File: src/rtl/tpu_host_sequencer.sv
`default_nettype none
// ============================================================================
// Module   : tpu_host_sequencer
// Brief    : Host-side job sequencer: streams A/B operands into the TPU core,
//            starts compute, then drains C results over a valid/ready stream.
//            Optional compute watchdog enabled by defining TPU_SEQ_WATCHDOG_EN.
// Revision : 1.0 - initial release
// ============================================================================
module tpu_host_sequencer (
    input  logic         clk,
    input  logic         reset,
    input  logic         job_valid,
    output logic         job_ready,
    input  logic [7:0]   job_k,
    input  logic [7:0]   job_m,
    input  logic [7:0]   job_n,
    input  logic [8:0]   job_offset,
    input  logic [12:0]  job_a_cnt,
    input  logic [12:0]  job_b_cnt,
    input  logic [12:0]  job_c_cnt,
    input  logic         a_valid,
    output logic         a_ready,
    input  logic [31:0]  a_data,
    input  logic         b_valid,
    output logic         b_ready,
    input  logic [31:0]  b_data,
    output logic [6:0]   func,
    input  logic [1:0]   state,
    output logic [8:0]   InputOffset,
    output logic [7:0]   K,
    output logic [7:0]   M,
    output logic [7:0]   N,
    output logic [11:0]  A_index,
    output logic [11:0]  B_index,
    output logic [11:0]  C_index,
    output logic [31:0]  A_data_in,
    output logic [31:0]  B_data_in,
    input  logic [127:0] C_data_out,
    output logic         c_valid,
    input  logic         c_ready,
    output logic [127:0] c_data,
    output logic         busy,
    output logic         done,
    output logic         err
);

    localparam logic [6:0] c_FUNC_NOP     = 7'd0;
    localparam logic [6:0] c_FUNC_LOAD_A  = 7'd1;
    localparam logic [6:0] c_FUNC_LOAD_B  = 7'd2;
    localparam logic [6:0] c_FUNC_COMPUTE = 7'd3;
    localparam logic [6:0] c_FUNC_SET_OFS = 7'd5;
    localparam logic [1:0] c_CC_FINISHED  = 2'd3;

    typedef enum logic [3:0] {
        S_IDLE    = 4'd0,
        S_LOAD_A  = 4'd1,
        S_LOAD_B  = 4'd2,
        S_SET_OFS = 4'd3,
        S_COMPUTE = 4'd4,
        S_RD_ADDR = 4'd5,
        S_RD_WAIT = 4'd6,
        S_RD_OUT  = 4'd7,
        S_FINISH  = 4'd8
    } fsm_t;

    fsm_t           r_fsm;
    logic           r_job_ready;
    logic           r_a_ready;
    logic           r_b_ready;
    logic [6:0]     r_func;
    logic [7:0]     r_k;
    logic [7:0]     r_m;
    logic [7:0]     r_n;
    logic [8:0]     r_ofs;
    logic [11:0]    r_a_idx;
    logic [11:0]    r_b_idx;
    logic [11:0]    r_c_idx;
    logic [31:0]    r_a_din;
    logic [31:0]    r_b_din;
    logic           r_c_valid;
    logic [127:0]   r_c_data;
    logic           r_busy;
    logic           r_done;
    logic [12:0]    r_a_last;
    logic [12:0]    r_b_last;
    logic [12:0]    r_c_last;
    logic [12:0]    r_cnt;
    logic [1:0]     r_settle;
    logic [12:0]    w_cnt_inc;

`ifdef TPU_SEQ_WATCHDOG_EN
    // r_wd equals k on the (k+1)-th COMPUTE cycle, so this trips on cycle 1048575.
    localparam logic [19:0] c_WD_LAST = 20'd1048574;
    logic           r_err;
    logic [19:0]    r_wd;
    assign err = r_err;
`else
    assign err = 1'b0;
`endif

    assign w_cnt_inc = r_cnt + 13'd1;

    // A zero count is treated as a single word, so the terminal index is count-1 floored at 0.
    function automatic logic [12:0] f_last(input logic [12:0] cnt);
        return (cnt == 13'd0) ? 13'd0 : cnt - 13'd1;
    endfunction

    always_ff @(posedge clk) begin
        if (reset) begin
            r_fsm       <= S_IDLE;
            r_job_ready <= 1'b1;
            r_a_ready   <= 1'b0;
            r_b_ready   <= 1'b0;
            r_func      <= c_FUNC_NOP;
            r_k         <= 8'd0;
            r_m         <= 8'd0;
            r_n         <= 8'd0;
            r_ofs       <= 9'd0;
            r_a_idx     <= 12'd0;
            r_b_idx     <= 12'd0;
            r_c_idx     <= 12'd0;
            r_a_din     <= 32'd0;
            r_b_din     <= 32'd0;
            r_c_valid   <= 1'b0;
            r_c_data    <= 128'd0;
            r_busy      <= 1'b0;
            r_done      <= 1'b0;
            r_a_last    <= 13'd0;
            r_b_last    <= 13'd0;
            r_c_last    <= 13'd0;
            r_cnt       <= 13'd0;
            r_settle    <= 2'd0;
`ifdef TPU_SEQ_WATCHDOG_EN
            r_err       <= 1'b0;
            r_wd        <= 20'd0;
`endif
        end else begin
            r_done <= 1'b0;
            case (r_fsm)
                S_IDLE: begin
                    if (job_valid && r_job_ready) begin
                        r_k         <= job_k;
                        r_m         <= job_m;
                        r_n         <= job_n;
                        r_ofs       <= job_offset;
                        r_a_last    <= f_last(job_a_cnt);
                        r_b_last    <= f_last(job_b_cnt);
                        r_c_last    <= f_last(job_c_cnt);
                        r_cnt       <= 13'd0;
                        r_job_ready <= 1'b0;
                        r_a_ready   <= 1'b1;
                        r_busy      <= 1'b1;
                        r_fsm       <= S_LOAD_A;
`ifdef TPU_SEQ_WATCHDOG_EN
                        r_err       <= 1'b0;
`endif
                    end
                end
                S_LOAD_A: begin
                    if (a_valid && r_a_ready) begin
                        r_func  <= c_FUNC_LOAD_A;
                        r_a_idx <= r_cnt[11:0];
                        r_a_din <= a_data;
                        if (r_cnt == r_a_last) begin
                            r_cnt     <= 13'd0;
                            r_a_ready <= 1'b0;
                            r_b_ready <= 1'b1;
                            r_fsm     <= S_LOAD_B;
                        end else begin
                            r_cnt <= w_cnt_inc;
                        end
                    end else begin
                        r_func <= c_FUNC_NOP;
                    end
                end
                S_LOAD_B: begin
                    if (b_valid && r_b_ready) begin
                        r_func  <= c_FUNC_LOAD_B;
                        r_b_idx <= r_cnt[11:0];
                        r_b_din <= b_data;
                        if (r_cnt == r_b_last) begin
                            r_cnt     <= 13'd0;
                            r_b_ready <= 1'b0;
                            r_settle  <= 2'd0;
                            r_fsm     <= S_SET_OFS;
                        end else begin
                            r_cnt <= w_cnt_inc;
                        end
                    end else begin
                        r_func <= c_FUNC_NOP;
                    end
                end
                S_SET_OFS: begin
                    r_func <= c_FUNC_SET_OFS;
                    if (r_settle == 2'd1) begin
                        r_settle <= 2'd0;
                        r_fsm    <= S_COMPUTE;
`ifdef TPU_SEQ_WATCHDOG_EN
                        r_wd     <= 20'd0;
`endif
                    end else begin
                        r_settle <= r_settle + 2'd1;
                    end
                end
                S_COMPUTE: begin
                    // The first two COMPUTE cycles ignore a stale "finished" status from the core.
                    if (r_settle == 2'd2 && state == c_CC_FINISHED) begin
                        r_func  <= c_FUNC_NOP;
                        r_cnt   <= 13'd0;
                        r_c_idx <= 12'd0;
                        r_fsm   <= S_RD_ADDR;
                    end
`ifdef TPU_SEQ_WATCHDOG_EN
                    else if (r_wd == c_WD_LAST) begin
                        r_err       <= 1'b1;
                        r_func      <= c_FUNC_NOP;
                        r_done      <= 1'b1;
                        r_busy      <= 1'b0;
                        r_job_ready <= 1'b1;
                        r_fsm       <= S_IDLE;
                    end
`endif
                    else begin
                        r_func <= c_FUNC_COMPUTE;
                        if (r_settle != 2'd2) begin
                            r_settle <= r_settle + 2'd1;
                        end
`ifdef TPU_SEQ_WATCHDOG_EN
                        r_wd <= r_wd + 20'd1;
`endif
                    end
                end
                S_RD_ADDR: begin
                    r_fsm <= S_RD_WAIT;
                end
                S_RD_WAIT: begin
                    // C buffer read data is valid now, one cycle after C_index was presented.
                    r_c_data  <= C_data_out;
                    r_c_valid <= 1'b1;
                    r_fsm     <= S_RD_OUT;
                end
                S_RD_OUT: begin
                    if (r_c_valid && c_ready) begin
                        r_c_valid <= 1'b0;
                        if (r_cnt == r_c_last) begin
                            r_fsm <= S_FINISH;
                        end else begin
                            r_cnt   <= w_cnt_inc;
                            r_c_idx <= w_cnt_inc[11:0];
                            r_fsm   <= S_RD_ADDR;
                        end
                    end
                end
                S_FINISH: begin
                    r_done      <= 1'b1;
                    r_func      <= c_FUNC_NOP;
                    r_busy      <= 1'b0;
                    r_job_ready <= 1'b1;
                    r_fsm       <= S_IDLE;
                end
                default: begin
                    r_fsm <= S_IDLE;
                end
            endcase
        end
    end

    assign job_ready   = r_job_ready;
    assign a_ready     = r_a_ready;
    assign b_ready     = r_b_ready;
    assign func        = r_func;
    assign InputOffset = r_ofs;
    assign K           = r_k;
    assign M           = r_m;
    assign N           = r_n;
    assign A_index     = r_a_idx;
    assign B_index     = r_b_idx;
    assign C_index     = r_c_idx;
    assign A_data_in   = r_a_din;
    assign B_data_in   = r_b_din;
    assign c_valid     = r_c_valid;
    assign c_data      = r_c_data;
    assign busy        = r_busy;
    assign done        = r_done;

endmodule
`default_nettype wire

File: config.mk
export PLATFORM = sky130hd
export DESIGN_NAME = tpu_host_sequencer
export DESIGN_NICKNAME = d
export VERILOG_FILES = /design/src/rtl/tpu_host_sequencer.sv
export SDC_FILE = /design/constraint.sdc
export NUM_CORES = 1
export LEC_CHECK = 0
export BUFFER_PORTS_ARGS = -buffer_cell sky130_fd_sc_hd__buf_2
export CORE_AREA = 5 5 207 209
export DETAILED_ROUTE_END_ITERATION = 16
export DIE_AREA = 0 0 212 214
export PLACE_DENSITY = 0.63
export SETUP_SLACK_MARGIN = 0.3
export SLEW_MARGIN = 20
export SYNTH_ARGS = -nofsm -noshare
export SYNTH_HDL_FRONTEND = slang
export SYNTH_SLANG_ARGS = --single-unit
export TNS_END_PERCENT = 100
File: constraint.sdc
create_clock -name clk -period 2.51 [get_ports clk]
set_clock_uncertainty 0.15 [all_clocks]
set_input_delay 0.502 -clock clk [delete_from_list [all_inputs] [get_ports clk]]
set_output_delay 0.502 -clock clk [all_outputs]
set_load 0.03 [all_outputs]
Word level (Yosys, flattened, before mapping) --
Cells that the tools add are included.
Word-level totals: register bits after elaboration 332, logic and storage cells 133
Operators by class: add/sub/neg operators 5, equal/unequal tests 26, mux-type cells 51, reductions and logical operators 28
Operators with widths (count):
- 13-bit two-way mux | 11
- 13-bit one-hot mux with 5 select lines | 1
- 13-bit equality test | 3
- 13-bit logical NOT | 3
- 13-bit by 1-bit subtractor with 13-bit output (second input constant) | 3
- 12-bit two-way mux | 3
- 4-bit two-way mux | 9
- 7-bit one-hot mux with 5 select lines | 1
- 4-bit one-hot mux with 8 select lines | 1
- 2-bit != test (second input constant) | 12
- 12-bit one-hot mux with 2 select lines | 1
- 4-bit by 3-bit equality test with 1-bit output (second input constant) | 4
- 2-bit two-way mux | 7
- 13-bit by 1-bit adder with 13-bit output (second input constant) | 1
- 1-bit two-way mux | 11
- 1-bit one-hot mux with 2 select lines | 5
- 2-bit AND reduction | 5
- 5-bit AND reduction | 2
- 2-bit nonzero test | 5
- 5-bit nonzero test | 2
- 4-bit by 2-bit equality test with 1-bit output (second input constant) | 2
- 4-bit AND reduction | 2
- 8-bit AND reduction | 1
- 7-bit AND reduction | 1
- other kinds (9) | 14

Longest topological paths before layout --
Gate-level depths: netlist of the first run.
depth in word-level cells 4, gate-level depth with buffers 10, gate-level depth less buffers 9

Least setup slack after synthesis of the first run --
OpenSTA, ideal clock, no wires.
path type in2reg, start input port job_b_cnt[5], end register r_b_last[10], arrival 2304 ps, required time 2232 ps, setup slack -71 ps, cell stages on the path 8, buffers on the path 1, cells stage by stage or3_4 > or4_4 > or4_1 > nor2_1 > nor2_1 > buf_2 > a22oi_1 > nor2_1
On the way: word-level cells in the longest chain between the ends 2
Ends and longest elaborated chain:
- start: declaration | RTL line 19 | input logic [12:0] job_b_cnt,
- 13-bit by 1-bit subtractor with 13-bit output or 13-bit logical NOT (tied branches) | RTL line 105 | return (cnt == 13'd0) ? 13'd0 : cnt - 13'd1;
- 13-bit two-way mux (*) | RTL line 105
- end signal: assignment | RTL line 147 | r_b_last <= f_last(job_b_cnt);
- end: declaration | RTL line 85 | logic [12:0] r_b_last;
Mark *: on every way between the ends. The rest lies on a longest branch, timed or not. A chain may end at the register's enable or synchronous reset.

Worst setup path after layout of the first run --
start register r_cnt[0], end register r_cnt[7]
On the way: word-level cells in the longest chain between the ends 4
Ends and longest elaborated chain:
- start: declaration | RTL line 87 | logic [12:0] r_cnt;
- start signal: assignment | RTL line 170 | r_cnt <= w_cnt_inc;
- start signal: assignment | RTL line 187 | r_cnt <= w_cnt_inc;
- start signal: assignment | RTL line 248 | r_cnt <= w_cnt_inc;
- 13-bit by 1-bit adder with 13-bit output (tied with other cells) | RTL line 101 | assign w_cnt_inc = r_cnt + 13'd1;
- 13-bit two-way mux, on equally long branches | RTL line 245, 164, 181
- 13-bit two-way mux, on equally long branches | RTL line 243, 160, 177
- 13-bit one-hot mux with 5 select lines | RTL line 139 | case (r_fsm)
Parallel ways exist; a longest one is shown, timed or not. The select of a mux whose other input is x is not followed.

==> flow_metrics.py, run 1 <==
metrics = {
    "floorplan": {
        "die_area_mm2": 0.04537,
        "io_pins": 547,
        "die_w_um": 212,
        "rows": 74,
        "core-area_mm2": 0.04065,
        "start_util": 0.3180,
        "fp.dieH_um": 214,
    },
    "clocking": {
        "clk_pin_slew_ns": 0.06,
        "clk_root_buffer_cell": "clkbuf_16",
        "cts_made_buffers": 38,
        "clock_insertion_delay_worst_skew_ns": 0.55,
        "cts_buffer_depth": 3,
        "cts.sink_count": 328,
        "cts_htree_levels": 2,
        "tritoncts": "built",
        "ctsHoldBuffers": 0,
    },
    "cells_and_area": {
        "flow.area_growth_from_synthesis_pct": 40.69,
        "final_layout_size_suffix_gt1_frac": 0.3452,
        "number_of_standard_cells_in_the_final_layout_excluding_fillers": 2721,
        "layout.cells.most_common_list": "buf_2 (540), nand2_1 (533), dfxtp_1 (312)",
        "final_core_util": 0.4473,
        "layout.cells.most_common": "buf_2",
        "num-nets-final": 2439,
    },
    "sta": {
        "relative_slew_slack": 0.5539,
        "fin_setup_tns_ns": 0,
        "fmax_ghz": 0.4307,
        "tightest_slew_ns": 0.6692,
        "final_max_slew_viol_count": 0,
        "setup-violations-final": 0,
        "post-route-period-util": 0.9251,
        "final-hold-violation-count": 0,
        "holdWs_ns": 0.03892,
        "period_needed_ns": 2.322,
        "grt_setup_unrepaired": "yes",
    },
    "critical_path": {
        "worst-endpoint-arrival_ns": 2.61,
        "timing.critical_path.from_type": "flip-flop",
        "cp_slowest_stage_delay_ns": 0.34,
        "path_max_fanout": 7,
        "required_ns": 2.80,
        "regToRegStartpoint": "r_cnt[0]",
        "critical_path.cell_chain": "buf_12, xor2_2, nor4_2, nand3_2, nor2_4, buf_4, o221a_4, buf_6, o31ai_4, a22o_1",
        "timing.critical_path.buf_inv": 3,
        "rr_endpoint": "r_cnt[7]",
        "worst_path_max_delay_cell": "dfxtp_2",
        "worst_r2r_path_depth": 10,
        "timing.reg2reg.setup_slack_ns": 0.19,
        "critical-path-top-delay-family": "simple AND/OR/NAND/NOR gates",
        "criticalPathCategory": "flip-flop to flip-flop",
        "setup.worst_path.end_class": "flip-flop",
    },
    "logic_synthesis": {
        "yosysSeqAreaShare": 0.5081,
        "synth_enable_flop_cells": 0,
        "yosys_register_bits": 328,
        "syn-cell-area_mm2": 0.01292,
        "syn-instance-count": 1621,
        "dominantRegCellSynth": "dfxtp_1",
        "ys_async_sr_fraction": 0,
        "synth_warnings": 0,
        "synthDistinctLibCells": 61,
        "syn_avg_cell_area_um2": 7.973,
    },
    "routing": {
        "vias": 13230,
        "initialDrtViolationCount": 826,
        "drt-total-wl_um": 47190,
        "drc": 0,
        "drt-vias-per-instance": 4.861,
        "ant_nets": 0,
        "drt_pass1_iterations": 5,
        "post_drt_wl_per_cell_um": 17.34,
    },
    "power_and_ir_drop": {
        "ir_worst_vdd_mv": 0.3931,
        "p_leak_nw": 7.992,
        "cellPowerDensity_mw_per_mm2": 800.2,
    },
    "grt": {
        "initial_antenna_violation_count": 9,
        "grt_remaining_overflow": 0,
        "grt_start_max_net_pins": 125,
        "grt_pass1_wl_um": 71440,
        "grt_pass1_vias": 12900,
        "grt_usage": 0.1933,
    },
    "placed_design": {
        "gp_routability_congestion": 0.9139,
        "io_buffer_count": 541,
        "placedCellCount": 2638,
        "dp_hpwl_um": 35210,
    },
    "min_path": {
        "whs_endpoint": "c_data[95]",
        "hold_depth": 3,
        "hold_class": "input port to flip-flop",
        "worst_hold_startpoint": "C_data_out[95]",
    },
    "run": {
        "maxCapViolCount": 0,
    },
    "outcome": {
        "run_status": "completed",
    },
}
[layout make-up]
cell class / count / area [um2]
repair buffers: 621 / 3527
fillers: 4060 / 22460
diodes: 2 / 5.005
multi-input cells: 1157 / 6045
clock inverters: 13 / 186.4
clock buffers: 53 / 1099
flip-flops and latches: 328 / 6599
well taps: 532 / 665.6
inverters: 15 / 56.30
[report_power, final]
group          switching, W  internal, W  leakage (nW)
clock network       0.00222      0.00348         0.634
registers          0.000228      0.00548          2.66
logic               0.00184      0.00130          4.70
[timing repair]
action / CTS / global route
buffers inserted: 7 / 8
resized for setup: 45 / 37
endpoints found under the hold margin: 0 / 0
pin swaps: 24 / 20
endpoints found under the setup margin: 65 / 64
[synth_stat cells, types with 12 or more instances]
cell type,number,share of area
xor2_1,51,0.035
a21oi_1,269,0.10
nand3_1,23,0.0089
a22oi_1,36,0.021
clkbuf_1,94,0.027
dfxtp_1,328,0.51
o31ai_1,12,0.0070
nor3_1,16,0.0062
inv_1,15,0.0044
nand2_1,533,0.15
xnor2_1,22,0.015
nor2_1,79,0.023
[flip-flops by register name, summed over array words and instances, names as in the netlist, 2 cells and up]
signal and flops:
M 8, r_a_last 13, c_data 128, A_data_in 32, r_cnt 13, A_index 12
B_index 12, r_b_last 13, K 8, C_index 12, func 3, N 8
r_fsm 4, B_data_in 32, r_c_last 13, InputOffset 9, r_settle 2
[stage by stage]
stage,cell area [um2],total power (W),worst slack [ns]
5_1_grt,18180,0.01519,0.1026
3_3_place_gp,16450,0.008418,-0.1968
6_report,18180,0.01455,0.1881
2_1_floorplan,12960,0.007460,-0.05996
4_1_cts,17960,0.01445,0.1395
3_5_place_dp,16450,0.008474,-0.2112
[layer usage]
metal  part of all wire  global-route usage  wire length, um
met4              0.032             0.06485             1491
met1               0.38              0.2205            18120
met5            0.00089                   0               42
met2               0.49              0.3404            23270
met3              0.090             0.06101             4263
[worst max-delay path by stage]
stage	from	end	slack, ns	cells past startpoint
finish	r_cnt[0]	r_cnt[7]	0.19	10
global route	r_cnt[0]	C_index[2]	0.10	10
CTS	r_cnt[11]	r_fsm[2]	0.14	8
detailed placement	job_b_cnt[5]	r_b_last[0]	-0.21	8
global placement	job_b_cnt[5]	r_b_last[0]	-0.20	8
floorplan	job_b_cnt[5]	r_b_last[10]	-0.06	8
[worst min-delay path, cell delays in order]
cell     delay, ns
buf_2         0.10
nand2_1       0.04
a21oi_1       0.05
[cell families after synthesis]
group                      after synthesis  share of synthesized area
buffers and inverters                  140                    0.04899
AOI/OAI and AO/OA                      363                     0.1614
muxes                                    2                   0.001549
DFF                                    328                     0.5081
adders and majority gates                6                   0.005809
other                                    1                  0.0002902
and+or+nand+nor                        708                     0.2244
xor gates and xnor gates                73                    0.04947
(Power assumes the default switching activity.)
==> run 2: changes to the inputs <==
CORE_AREA = 5 5 208 210   (was 5 5 207 209)
DIE_AREA = 0 0 213 215   (was 0 0 212 214)
PLACE_DENSITY = 0.61   (was 0.63)
clock period = 2.5 ns   (was 2.51 ns; I/O delays follow)
==> run 2 against run 1 <==
  * Register-to-register slack is essentially flat
  * Die area is 0.94% higher
  * Count of clock-buffer cells in the layout decreased by 3
  * Sequential cell count did not move
  * Maximum frequency rose by 0.32%
  * Hold slack worse by 0.0027 ns
  * Critical path depth is 2 lower
==> flow_metrics.py, run 2 (synthesized netlist as in run 1, its figures left out) <==
metrics = {
    "cells_and_area": {
        "fill_count": 4143,
        "layout.cells.most_common_list": "buf_2 (540), nand2_1 (533), dfxtp_1 (315)",
        "largest_register_ffs": 128,
        "final_standard_cell_area_without_fillers_mm2": 0.01816,
        "num-nets-final": 2456,
        "final_layout_size_suffix_gt1_frac": 0.3437,
        "flow.area_growth_from_synthesis_pct": 40.56,
        "final_core_util": 0.4389,
        "layout.cells.most_common": "buf_2",
    },
    "floorplan": {
        "die_area_mm2": 0.04580,
        "start_util": 0.3123,
        "fp.dieH_um": 215,
        "rows": 75,
        "core-area_mm2": 0.04138,
        "io_pins": 547,
        "die_w_um": 213,
    },
    "routing": {
        "drt_pass1_iterations": 8,
        "drc": 0,
        "initialDrtViolationCount": 865,
        "post_drt_wl_per_cell_um": 17.14,
        "drt-total-wl_um": 46960,
        "drt-vias-per-instance": 4.818,
        "vias": 13200,
        "ant_nets": 0,
    },
    "placed_design": {
        "io_buffer_count": 541,
        "dp_hpwl_um": 34780,
        "post_dp_cell_area_mm2": 0.01652,
        "gp_routability_congestion": 0.8378,
        "detailedPlace.worstSlack_ns": -0.2328,
    },
    "grt": {
        "initial_antenna_violation_count": 8,
        "grt_start_max_net_pins": 125,
        "grt_usage": 0.1921,
        "grt_remaining_overflow": 0,
        "grt_pass1_wl_um": 71150,
        "grt_pass1_vias": 13070,
    },
    "sta": {
        "relative_slew_slack": 0.5994,
        "period_needed_ns": 2.315,
        "tightest_slew_ns": 0.6009,
        "final_max_slew_viol_count": 0,
        "final-hold-violation-count": 0,
        "post-route-period-util": 0.9258,
        "setup-violations-final": 0,
        "fin_setup_tns_ns": 0,
        "timing.final.ws_setup_ns": 0.1854,
        "fmax_ghz": 0.4320,
        "grt_setup_unrepaired": "yes",
    },
    "critical_path": {
        "cp_slowest_stage_delay_ns": 0.38,
        "worst_path_max_delay_cell": "dfxtp_4",
        "required_ns": 2.79,
        "worst_r2r_path_depth": 8,
        "path_max_fanout": 7,
        "worst-endpoint-arrival_ns": 2.60,
        "timing.critical_path.from_type": "flip-flop",
        "critical_path.cell_chain": "xor2_1, nor4_1, nand3_1, nor2_2, o221a_4, buf_6, o31ai_1, a22o_1",
        "criticalPathCategory": "flip-flop to flip-flop",
        "setup.worst_path.end_class": "flip-flop",
    },
    "min_path": {
        "hold_depth": 3,
        "hold_class": "input port to flip-flop",
    },
    "clocking": {
        "cts.sink_count": 328,
        "cts_buffer_depth": 3,
        "cts_htree_levels": 2,
        "clk_pin_slew_ns": 0.06,
        "tritoncts": "built",
        "clock_insertion_delay_worst_skew_ns": 0.55,
        "cts_made_buffers": 38,
        "clk_root_buffer_cell": "clkbuf_16",
    },
    "outcome": {
        "run_status": "completed",
    },
    "run": {
        "maxCapViolCount": 0,
    },
    "power_and_ir_drop": {
        "ir_worst_vdd_mv": 0.5106,
        "p_leak_nw": 8.032,
        "cellPowerDensity_mw_per_mm2": 781.5,
    },
}
run 2: changes by cell type in the layout (fill, tap and decap cells not counted), sizes merged:
cell / delta
buf: +16
bufinv: -2
clkbuf: -3
clkinv: -2
clkinvlp: -1
diode: +2
dlygate4sd3: +1
inv: +1
run 2: timing repair:
item                                    in CTS  in global routing
gates cloned                                 1                  0
endpoints found under the setup margin      67                 96
endpoints found under the hold margin        1                  0
setup buffers                               13                  4
pin swaps                                   24                 21
resized for setup                           51                 28
hold buffers                                 1                  0
run 2: report_power, final:
group | internal (W) | total (W) | switching, W
Clock | 0.00319 | 0.00539 | 0.00220
Sequential | 0.00550 | 0.00568 | 0.000187
Combinational | 0.00126 | 0.00312 | 0.00186
Total | 0.00995 | 0.0142 | 0.00425
run 2: cell type report:
type | count | area [um2] | share of cell area
Multi-Input combinational cell | 1157 | 5998 | 0.3302
Tap cell | 539 | 674.4 | 0.03713
Clock inverter | 9 | 117.6 | 0.006475
Antenna cell | 4 | 10.01 | 0.0005510
Sequential cell | 328 | 6603 | 0.3635
Clock buffer | 50 | 1066 | 0.05869
Inverter | 15 | 56.30 | 0.003100
Timing Repair Buffer | 638 | 3640 | 0.2004
run 2: per-layer routing:
| layer | up-vias | GRT usage | part of all wire |
|---|---|---|---|
| met3 | 89 | 0.06971 | 0.097 |
| met2 | 518 | 0.3302 | 0.47 |
| met4 | 4 | 0.05419 | 0.028 |
| met1 | 6116 | 0.2248 | 0.40 |
| li1 | 6474 | - | - |
| met5 | - | 0 | 0.00072 |
run 2: worst max-delay path: cells and delay by family (launching register included):
family          cells  cell delay, ns
simple gates        3            0.78
buf+inv             1            0.14
xor+xnor            1            0.16
flops               1            0.38
compound gates      3            0.58
run 2: metrics by stage:
step                total power, W  hold WS (ns)  cells
floorplan                 0.007490        0.2934   1625
global placement          0.008506        0.2887   2658
detailed placement        0.008559        0.2930   2658
CTS                        0.01423     0.0005417   2732
global route               0.01489      0.007273   2738
finish                     0.01420       0.03626   2740
run 2: worst paths after layout:
path | start | slack [ns] | end
setup / recovery | r_cnt[1] | 0.19 | r_cnt[6]
hold / removal | C_data_out[91] | 0.04 | c_data[91]
setup reg to reg | r_cnt[1] | 0.19 | r_cnt[6]
hold reg to reg | c_data[3] | 0.30 | c_data[3]
